===== config.mk =====
export PLATFORM = sky130hd
export DESIGN_NAME = imem_loader
export DESIGN_NICKNAME = d
export VERILOG_FILES = /design/src/rtl/imem_loader.sv
export SDC_FILE = /design/constraint.sdc
export NUM_CORES = 1
export LEC_CHECK = 0
export ABC_CLOCK_PERIOD_IN_PS = 4610
export CAP_MARGIN = 20
export CORE_MARGIN = 4
export CORE_UTILIZATION = 40
export CTS_CLUSTER_DIAMETER = 50
export DETAILED_ROUTE_END_ITERATION = 10
export PLACE_DENSITY_LB_ADDON = 0.05
export SLEW_MARGIN = 20
export SYNTH_ARGS = -nofsm -noshare
export SYNTH_HDL_FRONTEND = slang
export SYNTH_SLANG_ARGS = --single-unit

===== constraint.sdc =====
create_clock -name Clk -period 4.61 [get_ports Clk]
set_input_delay 0.461 -clock Clk [delete_from_list [all_inputs] [get_ports Clk]]
set_output_delay 0.461 -clock Clk [all_outputs]
set_load 0.05 [all_outputs]

===== src/rtl/imem_loader.sv =====
// Boot-time instruction memory loader: takes a count-prefixed big-endian byte
// stream, writes 32-bit words to sequential addresses and holds the CPU until done.
module imem_loader #(
  parameter int unsigned MAX_WORDS = 256,
  parameter logic [31:0] BASE_ADDR = 32'h0000_0000
) (
  input  logic        Clk,
  input  logic        Rst,
  input  logic        Start,
  input  logic [7:0]  ByteIn,
  input  logic        ByteValid,
  output logic        ByteReady,
  output logic        ImWrEn,
  output logic [31:0] ImWrAddr,
  output logic [31:0] ImWrData,
  output logic        CpuHold,
  output logic        Done,
  output logic        Error,
  output logic [15:0] WordsLoaded,
  output logic [2:0]  DbgState
);

  typedef enum logic [2:0] {
    S_IDLE   = 3'd0,
    S_HDR_HI = 3'd1,
    S_HDR_LO = 3'd2,
    S_DATA   = 3'd3,
    S_DONE   = 3'd4,
    S_ERROR  = 3'd5
  } state_e;

  localparam logic [16:0] MAX_W = 17'(MAX_WORDS);

  state_e      state_q;
  logic [15:0] n_q;
  logic [15:0] word_idx_q;
  logic [1:0]  byte_idx_q;
  logic [31:0] asm_q;
  logic        wr_pend_q;
  logic [31:0] addr_q;
  logic [31:0] data_q;
  logic        hold_q;
  logic        done_q;
  logic        error_q;
  logic [15:0] words_q;

  logic        transfer;
  logic [15:0] n_d;
  logic [31:0] asm_d;
  logic [15:0] word_idx_d;

  // Handshake: a byte moves on a rising edge where ByteValid and ByteReady are
  // both high; ByteReady drops for the single write cycle after each 4th byte.
  assign ByteReady  = ((state_q == S_HDR_HI) || (state_q == S_HDR_LO) ||
                       (state_q == S_DATA)) && !wr_pend_q;
  assign transfer   = ByteValid && ByteReady;
  assign n_d        = {n_q[15:8], ByteIn};
  assign asm_d      = {asm_q[23:0], ByteIn};
  assign word_idx_d = word_idx_q + 16'd1;

  always_ff @(posedge Clk or posedge Rst) begin
    if (Rst) begin
      state_q    <= S_IDLE;
      n_q        <= '0;
      word_idx_q <= '0;
      byte_idx_q <= '0;
      asm_q      <= '0;
      wr_pend_q  <= 1'b0;
      addr_q     <= BASE_ADDR;
      data_q     <= '0;
      hold_q     <= 1'b1;
      done_q     <= 1'b0;
      error_q    <= 1'b0;
      words_q    <= '0;
    end else begin
      case (state_q)
        S_IDLE: state_q <= S_HDR_HI;
        S_HDR_HI: begin
          if (transfer) begin
            n_q     <= {ByteIn, 8'h00};
            state_q <= S_HDR_LO;
          end
        end
        S_HDR_LO: begin
          if (transfer) begin
            n_q <= n_d;
            if ((n_d == 16'd0) || ({1'b0, n_d} > MAX_W)) begin
              state_q <= S_ERROR;
              error_q <= 1'b1;
            end else begin
              state_q    <= S_DATA;
              byte_idx_q <= '0;
              word_idx_q <= '0;
            end
          end
        end
        S_DATA: begin
          if (wr_pend_q) begin
            wr_pend_q  <= 1'b0;
            word_idx_q <= word_idx_d;
            words_q    <= words_q + 16'd1;
            if (word_idx_d == n_q) begin
              state_q <= S_DONE;
              done_q  <= 1'b1;
              hold_q  <= 1'b0;
            end
          end else if (transfer) begin
            asm_q      <= asm_d;
            byte_idx_q <= byte_idx_q + 2'd1;
            if (byte_idx_q == 2'd3) begin
              wr_pend_q <= 1'b1;
              data_q    <= asm_d;
              addr_q    <= BASE_ADDR + {14'b0, word_idx_q, 2'b00};
            end
          end
        end
        S_DONE, S_ERROR: begin
          // Re-arm skips IDLE; address/data keep their last written values.
          if (Start) begin
            state_q    <= S_HDR_HI;
            hold_q     <= 1'b1;
            done_q     <= 1'b0;
            error_q    <= 1'b0;
            words_q    <= '0;
            word_idx_q <= '0;
            byte_idx_q <= '0;
            n_q        <= '0;
          end
        end
        default: state_q <= S_IDLE;
      endcase
    end
  end

  assign ImWrEn      = wr_pend_q;
  assign ImWrAddr    = addr_q;
  assign ImWrData    = data_q;
  assign CpuHold     = hold_q;
  assign Done        = done_q;
  assign Error       = error_q;
  assign WordsLoaded = words_q;
  assign DbgState    = state_q;

endmodule

==> results, run 1 <==
- The overall die area is 17,300 sq um.
- The CTS buffer count is 17.
- The largest net degree at the start of global routing is 59.
- STA puts the critical path data required time at 4.15 ns.
- The total DRC errors in the routed layout is 0.
- The power density over cell area is 506 nW/um^2.
- The library cell used most frequently in the layout, excluding fill and tap cells, is sky130_fd_sc_hd__dfrtp_1.
- The post-route setup TNS is 0 ns.
- Setup repair after global routing left no endpoint under its margin.
- The register-to-register setup slack is ~1.8 ns.
- The startpoint kind of the worst setup timing path is a flop.
- The depth of the worst register-to-register path is 7.
- The post-layout total power is 0.00384 W.
- Sequential elements use 52.9% of the synthesized area.
- The peak supply drop is 0.386 mV.
- CTS placed an instance of sky130_fd_sc_hd__clkbuf_16 at the clock tree root.
- The wire-length estimate of the detail-placed layout is 9680 microns.
- In this run the cell area of the synthesized design comes to 6100 sq um.
- The analysis attributes to cell leakage a power of 3.41 nW.
- 100 I/O pins were placed.
- The depth of the CTS H-tree is 4.
- Counting instances, the worst hold path has a depth of 2.
- The first routing iteration left 252 violations.
- The worst reg2reg path endpoint is DbgState[0].
- In the final layout, the share of cells above drive strength 1 is 18.3%.
- The detailed router placed approximately 4.4k vias in this run.
- The number of buffers on the longest clock path is 2.
- The net total in the final layout is 648.
- After clock tree synthesis, the clock-pin slew on the worst setup and hold paths is approximately 0.060 ns.
- In this run the mean area of a mapped cell was 10.9 sq um.
- The final number of max-transition violations is 0.
- Global routing consumed, over all layers together, 17.1% of the routing resources.
- After clock tree synthesis, the setup repair step added 0 buffers.
- Across the run, the number of max-cap violations was 0.
- The initial antenna violation count is 0.
- The number of gates resized after CTS is 0.
- For this configuration, the core starts out at a cell density of around 41%.
- The CTS tree is yes.
- The maximum cell stage delay along the critical path is 0.85 ns.
- The via count of the first global-routing pass came to roughly 4.7k.
- The clock latency at the later pin of the worst-skew pair is 0.42 ns.
- The routed wirelength normalized by instance count is 17.0 microns.
- The final standard cell count with taps included and fillers excluded is 830.
- In this run the critical register-to-register path is launched from word_idx_q[0].
- The post-synthesis sequential element count is 129.
- Counting flops with a built-in enable in the synthesized netlist gives 0.
- The worst min-delay path startpoint is ImWrAddr[5].
- The final hold slack is 0.486 ns.
- The count of synthesis-stage warnings from yosys is 0.
- The count of TritonRoute iterations in the first routing pass is 4.
- Subtracting the final worst setup slack from the clock period gives 2.95 ns.
- The fill cell instance count of the final layout is 1,367.
- The layout overhead on the synthesized area is 24.3%.
- The hold-critical path endpoint is ImWrAddr[5].
- The detail route stage leaves a number of antenna-violating nets equal to 0.
- Setup violations remaining at the end of the flow were counted as 0.
- The count of hold-fix buffers inserted at cts is 0.
- The count of cell types in the netlist is 57.
- Routability-driven placement finished with a final weighted congestion of 0.812.
- In this run the horizontal extent of the chip is 132 microns.
- STA classifies the critical path endpoint as a primary output.
- Once placement completed, the tool counted placed cells totaling ~800.
- In the synthesized netlist the async set-or-reset flop fraction comes to 100%.
- The classification of the worst setup path is flop to primary output.
- The flow ran to the end, and the final reports show no timing, DRC or antenna violations.
- In this run the worst path has a maximum fanout of 17.
- The area taken by flip-flops and latches is 3230 sq um.
- The post-detailed-routing wire length is between 10,000 and 15,000 microns.
- For this run, the top clock speed supported by timing is 338 MHz.
- The first global-routing pass estimated roughly 24,000 microns of wire.
- The number of antenna diodes in the final layout is 0.
- The critical path goes through inv_1 > a211oi_1 > clkdlybuf4s50_1.
- The placement row count is between 40 and 50.
- For the worst setup path, the data arrival time is 2.49 ns.
- In the final layout, the multi-input gates occupy 2670 sq um.
- The number of failing hold endpoints at the final stage is 0.
- Leaving out fill and tap cells, the most frequent cells in the layout are sky130_fd_sc_hd__dfrtp_1 (128), sky130_fd_sc_hd__clkdlybuf4s50_1 (83), sky130_fd_sc_hd__mux2_2 (70).
- The final worst-path cycle share is 64.1%.
- The slew at the pin with the worst max-slew slack is 0.873 ns.
- The total overflow left after global routing is 0.
- Once layout is complete, the utilization of the core stands at 51.4%.
- The library cell contributing the largest single delay on the critical path is sky130_fd_sc_hd__clkdlybuf4s50_1.
- After detailed routing, the number of vias per cell comes to roughly 5.3.
- Synthesis produced 559 cells.
- Clock tree synthesis found a total of 129 sinks.
- The most used flip-flop cell after synthesis is sky130_fd_sc_hd__dfrtp_1.
- The classification of the worst-slack hold path is flop to flop.
- The total core area is between 10,000 and 15,000 sq um.
- The floorplan step set the die height to 132 microns.
- Buffers placed on the I/O ports in this run total 83.
- Headroom to the max-slew limit came out at 41.6%.
- The final setup skew is around 0.011 ns.
## through the flow
step	instance area, sq um	setup WS (ns)
floorplan	6160	0.710
global placement	7020	1.59
detailed placement	7020	1.51
CTS	7580	1.64
global route	7590	1.52
finish	7590	1.66
## where the power goes
part	switching, W	internal [W]
Sequential	0.000215	0.00132
Clock	0.000531	0.000745
Combinational	0.000615	0.000407
Total	0.00136	0.00248
## cells in the mapped netlist, drive strengths merged (7+ instances only)
| master | number | area, sq um |
|---|---|---|
| clkbuf | 23 | 87.6 |
| mux2 | 70 | 788 |
| o21ai | 52 | 260 |
| buf | 26 | 169 |
| xor2 | 17 | 149 |
| nand3 | 14 | 70.1 |
| xnor2 | 17 | 149 |
| nor4 | 11 | 96.3 |
| nand2 | 63 | 236 |
| and3 | 7 | 45.1 |
| nor2 | 32 | 120 |
| nand4 | 14 | 109 |
| a21oi | 11 | 55.1 |
| dfrtp | 128 | 3200 |
## worst max-delay path: cells and delay by family, from the launching register on
kind / cells / cell delay [ns]
flip-flops: 1 / 0.72
AO/OA/AOI/OAI: 1 / 0.29
buffers and inverters: 2 / 1.07
## cells by family (layout without fill, tap and decap cells)
group	Yosys count	in the layout	synth area share, %
buffers and inverters	55	127	4.57
adder cells (fa/ha/maj)	3	3	0.615
AO/OA/AOI/OAI	95	95	9.41
XOR/XNOR	34	34	4.88
other	1	16	0.0614
flip-flops	129	129	52.9
multiplexers	72	72	13.2
AND/OR/NAND/NOR	170	170	14.3
## worst max-delay path by stage
stage | from | to
after floorplan | Rst | DbgState[0]
after global placement | ByteIn[0] | word_idx_q[5]
after detailed placement | ByteIn[4] | word_idx_q[11]
after CTS | DbgState[0] | ByteReady
after global routing | DbgState[0] | ByteReady
final | DbgState[0] | ByteReady
## per-layer routing
| metal | GRT usage [%] | vias to the layer above | part of all wire (%) |
|---|---|---|---|
| met4 | 5.72 | 0 | 0.91 |
| met1 | 22.2 | 2222 | 47 |
| met5 | 0 | - | 0 |
| met3 | 4.82 | 12 | 4.3 |
| met2 | 27.8 | 95 | 47 |
| li1 | - | 2091 | - |
## sequential cells by signal, indices dropped and copies added, names as in the netlist
signal / count
DbgState: 3
ImWrEn: 1
Done: 1
CpuHold: 1
asm_q: 24
word_idx_q: 16
Error: 1
WordsLoaded: 16
ImWrData: 32
byte_idx_q: 2
ImWrAddr: 16
n_q: 16
## layout make-up
cell class	instances	area share, %
flip-flops and latches	129	42.5
inverters	6	0.330
clock buffers	17	5.61
clock inverters	15	1.81
well taps	184	3.03
multi-input cells	390	35.1
repair buffers	89	11.5
Note: power is estimated with default switching activity, not from simulation.
==> run 2: changes to the inputs <==
- ABC_CLOCK_PERIOD_IN_PS: 4610 -> 2900
- clock period: 4.61 -> 2.9 ns (I/O delays scaled with it)
==> results, run 2 (synthesis gave the netlist of run 1 again) <==
- The post-detailed-routing wire length is 14,100 microns (-0.14%).
- The count of hold-fix buffers inserted at cts is 0 (unchanged).
- The leakage power figure was 3.52 nW (+3.1%).
- The layout cell share with drive strength beyond 1 came to 20.0% (+1.7 points).
- The number of buffers on the longest clock path is 2 (unchanged).
- The count of TritonRoute iterations in the first routing pass came to 4 (unchanged).
- The slew at the pin with the worst max-slew slack is 0.754 ns (-0.119 ns).
- Leaving out fill and tap cells, the most frequent cell in the layout is sky130_fd_sc_hd__dfrtp_1.
- The count of max-cap constraint violations is 0 (unchanged).
- By startpoint and endpoint, the worst setup path is classified as flop to flop.
- The number of antenna diodes is 0 (unchanged).
- The clock net sink count is 129 (unchanged).
- The required time of the worst setup path is 3.16 ns (-0.99 ns).
- Setup repair after global routing left no endpoint under its margin.
- The CTS tree is yes.
- The total core area is 14,800 sq um (unchanged).
- The via count of the first global-routing pass is 4,530 (-2.9%).
- For the finished layout, the period the worst path requires is 2.69 ns.
- The routed wirelength normalized by instance count came to 16.7 microns (-1.9%).
- The width of the chip is 132 microns (unchanged).
- The setup slack after placement is 0.211 ns (-1.30 ns).
- The largest net degree at the start of global routing was 74 (+25%).
- The number of flip-flops under the largest register name is 32 (unchanged).
- The placement row count is 44 (unchanged).
- The setup-violating endpoint count in the final report was 0 (unchanged).
- The initial antenna violation count is 0 (unchanged).
- The depth of the CTS H-tree came to 4 (unchanged).
- The total number of vias was 4,431 (+0.25%).
- The number of failing hold endpoints at the final stage was 0 (unchanged).
- The overall die area is 17,300 sq um (unchanged).
- The height of the die is 132 microns (unchanged).
- The net total in the final layout is 663 (+2.3%).
- The remaining antenna violation count came to 0 (unchanged).
- The routability-driven placement congestion ratio is 0.827 (+1.8%).
- The number of design-rule violations left by the first detailed-router iteration was 292 (+16%).
- The kind of end point of the critical path is a flop.
- The peak supply drop is 0.675 mV (+75%).
- The worst path arrival time is 2.96 ns (+0.47 ns).
- The effective utilization at floorplan is 41.4% (unchanged).
- The power density over cell area is 813 nW/um^2 (+61%).
- The maximum fanout along the worst path is 8 (-9).
- The layout overhead on the synthesized area is 26.8%.
- The total DRC errors in the routed layout is 0 (unchanged).
- Leaving out fill and tap cells, the most frequent cells in the layout are sky130_fd_sc_hd__dfrtp_1 (128), sky130_fd_sc_hd__clkdlybuf4s50_1 (83), sky130_fd_sc_hd__mux2_2 (70).
- The residual overflow from global routing came to 0 (unchanged).
- The post-route setup TNS was 0 ns (unchanged).
- The final worst-path cycle share is 92.9%.
- The run finished with clean final reports.
- Derived from the worst setup path, the maximum achievable clock frequency is 371 MHz.
- The startpoint kind of the worst setup timing path is a flop.
- The placed wire-length estimate is 9700 microns (+0.27%).
- The fill cell instance count of the final layout is 1,312 (-4.0%).
- The final number of max-transition violations is 0 (unchanged).
- The number of buffers inserted to repair setup after CTS is 0 (unchanged).
- The total I/O pin count is 100 (unchanged).
- The overall track demand over capacity in global routing came to 17.0% (-0.10 points).
- The number of gates resized after CTS came to 0 (unchanged).
- The relative slew slack is 49.1% (+7.5 points).
- The count of input and output buffers is 83 (unchanged).
- The final setup skew is 0.0102 ns (-0.00110 ns).
- The CTS buffer count is 17 (unchanged).
- The global-route wire length before repair is 23,900 microns (-1.4%).
- The final worst-path setup slack is 0.207 ns (-1.45 ns).
- The clock transition time at the flip-flop clock pins of the worst setup and hold paths is 0.06 ns (about the same).
- The clock latency at the later pin of the worst-skew pair came to 0.42 ns (about the same).
- CTS placed an instance of sky130_fd_sc_hd__clkbuf_16 at the clock tree root.
- The path class of the tightest hold or removal check is input pin to async pin.
- The vias per cell came to 5.24 (-1.5%).
==> run 2: stage by stage <==
stage | util (%) | total power (W) | std cells | hold WS, ns | cell area (sq um)
global placement | 48.4 | 0.00413 | 813 | 0.460 | 7140
floorplan | - | 0.00364 | 574 | 0.426 | 6160
CTS | 52.5 | 0.00636 | 845 | 0.363 | 7740
global route | 52.5 | 0.00666 | 845 | 0.387 | 7740
detailed placement | 48.4 | 0.00415 | 813 | 0.472 | 7140
finish | 52.5 | 0.00629 | 845 | 0.342 | 7740
==> run 2: path summary, 6_finish.rpt <==
check	from	endpoint	slack, ns	cells past startpoint
hold / removal	Rst	ImWrAddr[5]	0.34	3
setup / recovery	word_idx_q[0]	DbgState[0]	0.21	7
min in group Clk	ImWrAddr[5]	ImWrAddr[5]	0.48	2
setup reg to reg	word_idx_q[0]	DbgState[0]	0.21	7
hold reg to reg	ImWrAddr[5]	ImWrAddr[5]	0.48	2
max in group asynchronous	Rst	ImWrData[1]	1.93	3
==> run 2: layer usage <==
metal / up-vias / part of all wire [%] / GRT usage (%)
met5: - / 0 / 0
met3: 16 / 4.1 / 4.59
met4: 0 / 1.4 / 6.30
li1: 2115 / - / -
met2: 109 / 47 / 26.2
met1: 2191 / 47 / 23.2
==> run 2: area by class of cell <==
class                           count  area, sq um  area share (%)
Clock buffer                       17          425            5.50
Tap cell                          184          230            2.97
Clock inverter                     15          175            2.26
Inverter                            6         26.3           0.339
Multi-Input combinational cell    390         2650            34.3
Timing Repair Buffer              104         1000            12.9
Sequential cell                   129         3230            41.7
==> run 2: worst max-delay path, cell delays in order, from the launching register on <==
cell and delay, ns:
sky130_fd_sc_hd__dfrtp_1 0.48, sky130_fd_sc_hd__ha_1 0.35, sky130_fd_sc_hd__nand3_1 0.23, sky130_fd_sc_hd__or4_4 0.50, sky130_fd_sc_hd__xnor2_1 0.17, sky130_fd_sc_hd__nand4_1 0.15, sky130_fd_sc_hd__nor4_4 0.48, sky130_fd_sc_hd__a41oi_1 0.18
==> run 2: power breakdown <==
part | leakage (nW) | switching [W] | internal [W]
Clock | 0.291 | 0.000884 | 0.00129
Sequential | 1.75 | 0.000301 | 0.00211
Combinational | 1.48 | 0.00102 | 0.000688
Total | 3.52 | 0.00221 | 0.00409
==> run 3: changes to the inputs <==
- CAP_MARGIN: 20 -> 0
- CORE_MARGIN: 4 -> 5
==> results, run 3 (synthesis gave the netlist of run 1 again) <==
- The startpoint kind of the worst setup timing path is a flop.
- The number of design-rule violations left by the first detailed-router iteration is 208 (-29%).
- The global-route wire length before repair is 23,900 microns (-0.32%).
- The highest clock rate is 374 MHz (+0.86%).
- The peak supply drop is 0.441 mV (-35%).
- The fill cell instance count of the final layout is 1,404 (+7.0%).
- The placement row count is 45 (+2.3%).
- The clock latency at the later pin of the worst-skew pair was 0.42 ns (about the same).
- The largest net degree at the start of global routing is 130 (+76%).
- The count of max-cap constraint violations is 0 (unchanged).
- The post-detailed-routing wire length came to 14,300 microns (+1.3%).
- The total core area is 15,100 sq um (+2.3%).
- The initial antenna violation count is 0 (unchanged).
- The number of cells after detailed placement is 815 (+0.25%).
- The via count of the first global-routing pass is 4,490 (-0.88%).
- The maximum fanout along the worst path was 8 (unchanged).
- The utilization after layout was 51.1% (-1.4 points).
- In this run the critical register-to-register path is captured at DbgState[0].
- The total number of vias is 4,413 (-0.41%).
- The number of antenna diodes is 0 (unchanged).
- The total DRC errors in the routed layout is 0 (unchanged).
- The final number of max-transition violations is 0 (unchanged).
- The leakage power figure was 3.49 nW (-0.71%).
- The relative slew slack is 47.2% (-1.8 points).
- The count of input and output buffers came to 83 (unchanged).
- The routability-driven placement congestion ratio was 0.807 (-2.5%).
- The commonest non-fill, non-tap cell in the layout is sky130_fd_sc_hd__dfrtp_1.
- The CTS buffer count came to 17 (unchanged).
- The height of the die is 134 microns (+1.5%).
- The final standard cell count with taps included and fillers excluded is 846 (+0.12%).
- The total I/O pin count is 100 (unchanged).
- The number of gates resized after CTS came to 0 (unchanged).
- The final worst-path setup slack is 0.230 ns (+0.0230 ns).
- The critical path in this run is classified as flop to flop.
- The layout overhead on the synthesized area is 26.2%.
- The critical path goes through ha_1 > nand3_1 > or4_4 > xnor2_1 > nand4_1 > nor4_4 > a41oi_1.
- The clock net sink count was 129 (unchanged).
- The placed wire-length estimate is 9590 microns (-1.2%).
- The number of failing hold endpoints at the final stage is 0 (unchanged).
- The depth of the CTS H-tree is 4 (unchanged).
- The register-to-register setup slack came to 0.23 ns (+0.02 ns).
- The final worst-path cycle share is 92.1% (-0.79 points).
- The final hold slack is 0.427 ns (+0.0849 ns).
- The final setup skew is 0.00756 ns (-0.00266 ns).
- On the critical path, the stage with the largest delay is an instance of sky130_fd_sc_hd__dfrtp_1.
- The clock transition time at the flip-flop clock pins of the worst setup and hold paths is 0.06 ns (about the same).
- The routed wirelength normalized by instance count is 16.9 microns (+1.2%).
- The depth of the worst register-to-register path is 7 (unchanged).
- The slew at the pin with the worst max-slew slack is 0.782 ns (+0.0272 ns).
- The overall track demand over capacity in global routing came to 16.9% (-0.12 points).
- The flow ran to the end, and the final reports show no timing, DRC or antenna violations.
- The count of hold-fix buffers inserted at cts is 0 (unchanged).
- The number of buffers inserted to repair setup after CTS is 0 (unchanged).
- The net total in the final layout is 661 (-0.30%).
- Setup repair after global routing left no endpoint under its margin.
- The worst setup path is captured at a flop.
- The clock tree root buffer cell is sky130_fd_sc_hd__clkbuf_16.
- The post-route setup TNS is 0 ns (unchanged).
- The worst path arrival time is 2.93 ns (-0.03 ns).
- The setup-violating endpoint count in the final report came to 0 (unchanged).
- The startpoint of the most critical register-to-register path is word_idx_q[0].
- The post-layout minimum cycle time is 2.67 ns (-0.0230 ns).
- The number of flip-flops under the largest register name is 32 (unchanged).
- The remaining antenna violation count is 0 (unchanged).
- The width of the chip is 134 microns (+1.5%).
- The vias per cell was 5.22 (-0.52%).
- The classification of the worst-slack hold path is input pin to async pin.
- The number of buffer and inverter stages on the critical path is 0 (unchanged).
- The number of buffers on the longest clock path is 2 (unchanged).
- TritonCTS built the clock tree.
- The count of TritonRoute iterations in the first routing pass was 5 (+1).
- The maximum cell stage delay along the critical path is 0.49 ns (about the same).
- The setup slack after placement is 0.263 ns (+0.0522 ns).
- On the critical path the largest part of the delay comes from simple AND/OR/NAND/NOR gates.
- The power density over cell area was 808 nW/um^2 (-0.69%).
- The required time of the worst setup path is 3.16 ns (about the same).
- The effective utilization at floorplan came to 40.5% (-0.92 points).
- The layout cell share with drive strength beyond 1 is 19.5% (-0.52 points).
- The overall die area was 17,800 sq um (+3.1%).
- The residual overflow from global routing is 0 (unchanged).
- In the layout the commonest cells are sky130_fd_sc_hd__dfrtp_1 (128), sky130_fd_sc_hd__clkdlybuf4s50_1 (83), sky130_fd_sc_hd__mux2_2 (70).
## run 3: cell type report
cell class,instances,area [sq um],area share [%]
Sequential cell,129,3230,41.9
Multi-Input combinational cell,390,2650,34.4
Timing Repair Buffer,102,986,12.8
Clock buffer,19,443,5.75
Tap cell,188,235,3.05
Clock inverter,12,133,1.72
Inverter,6,26.3,0.341
## run 3: routing by layer
| layer | routed length (microns) | track usage [%] | up-vias |
|---|---|---|---|
| met5 | 0 | 0 | - |
| met4 | 123 | 4.63 | 0 |
| met3 | 597 | 5.32 | 9 |
| met2 | 6810 | 26.3 | 97 |
| met1 | 6750 | 22.9 | 2194 |
| li1 | - | - | 2113 |
## run 3: tightest hold or removal path, delay by kind of cell
| family | cells | cell delay [ns] |
|---|---|---|
| buffers and inverters | 3 | 1.03 |
## run 3: how the worst max path moves through the flow
stage,startpoint,endpoint,cells after the start
2_1_floorplan,DbgState[1],ByteReady,3
3_5_place_dp,word_idx_q[0],DbgState[0],7
3_3_place_gp,word_idx_q[0],DbgState[0],7
6_report,word_idx_q[0],DbgState[0],7
4_1_cts,word_idx_q[0],DbgState[0],7
5_1_grt,word_idx_q[0],DbgState[0],7
## run 3: report_power, final
group,switching [W],internal [W]
Sequential,0.000308,0.00211
Clock,0.000806,0.00129
Combinational,0.00103,0.000687
## run 3: per-stage QoR
step / cell area, sq um / total power, W
detailed placement: 7130 / 0.00417
CTS: 7700 / 0.00630
finish: 7700 / 0.00622
global route: 7700 / 0.00657
floorplan: 6160 / 0.00364
global placement: 7130 / 0.00414
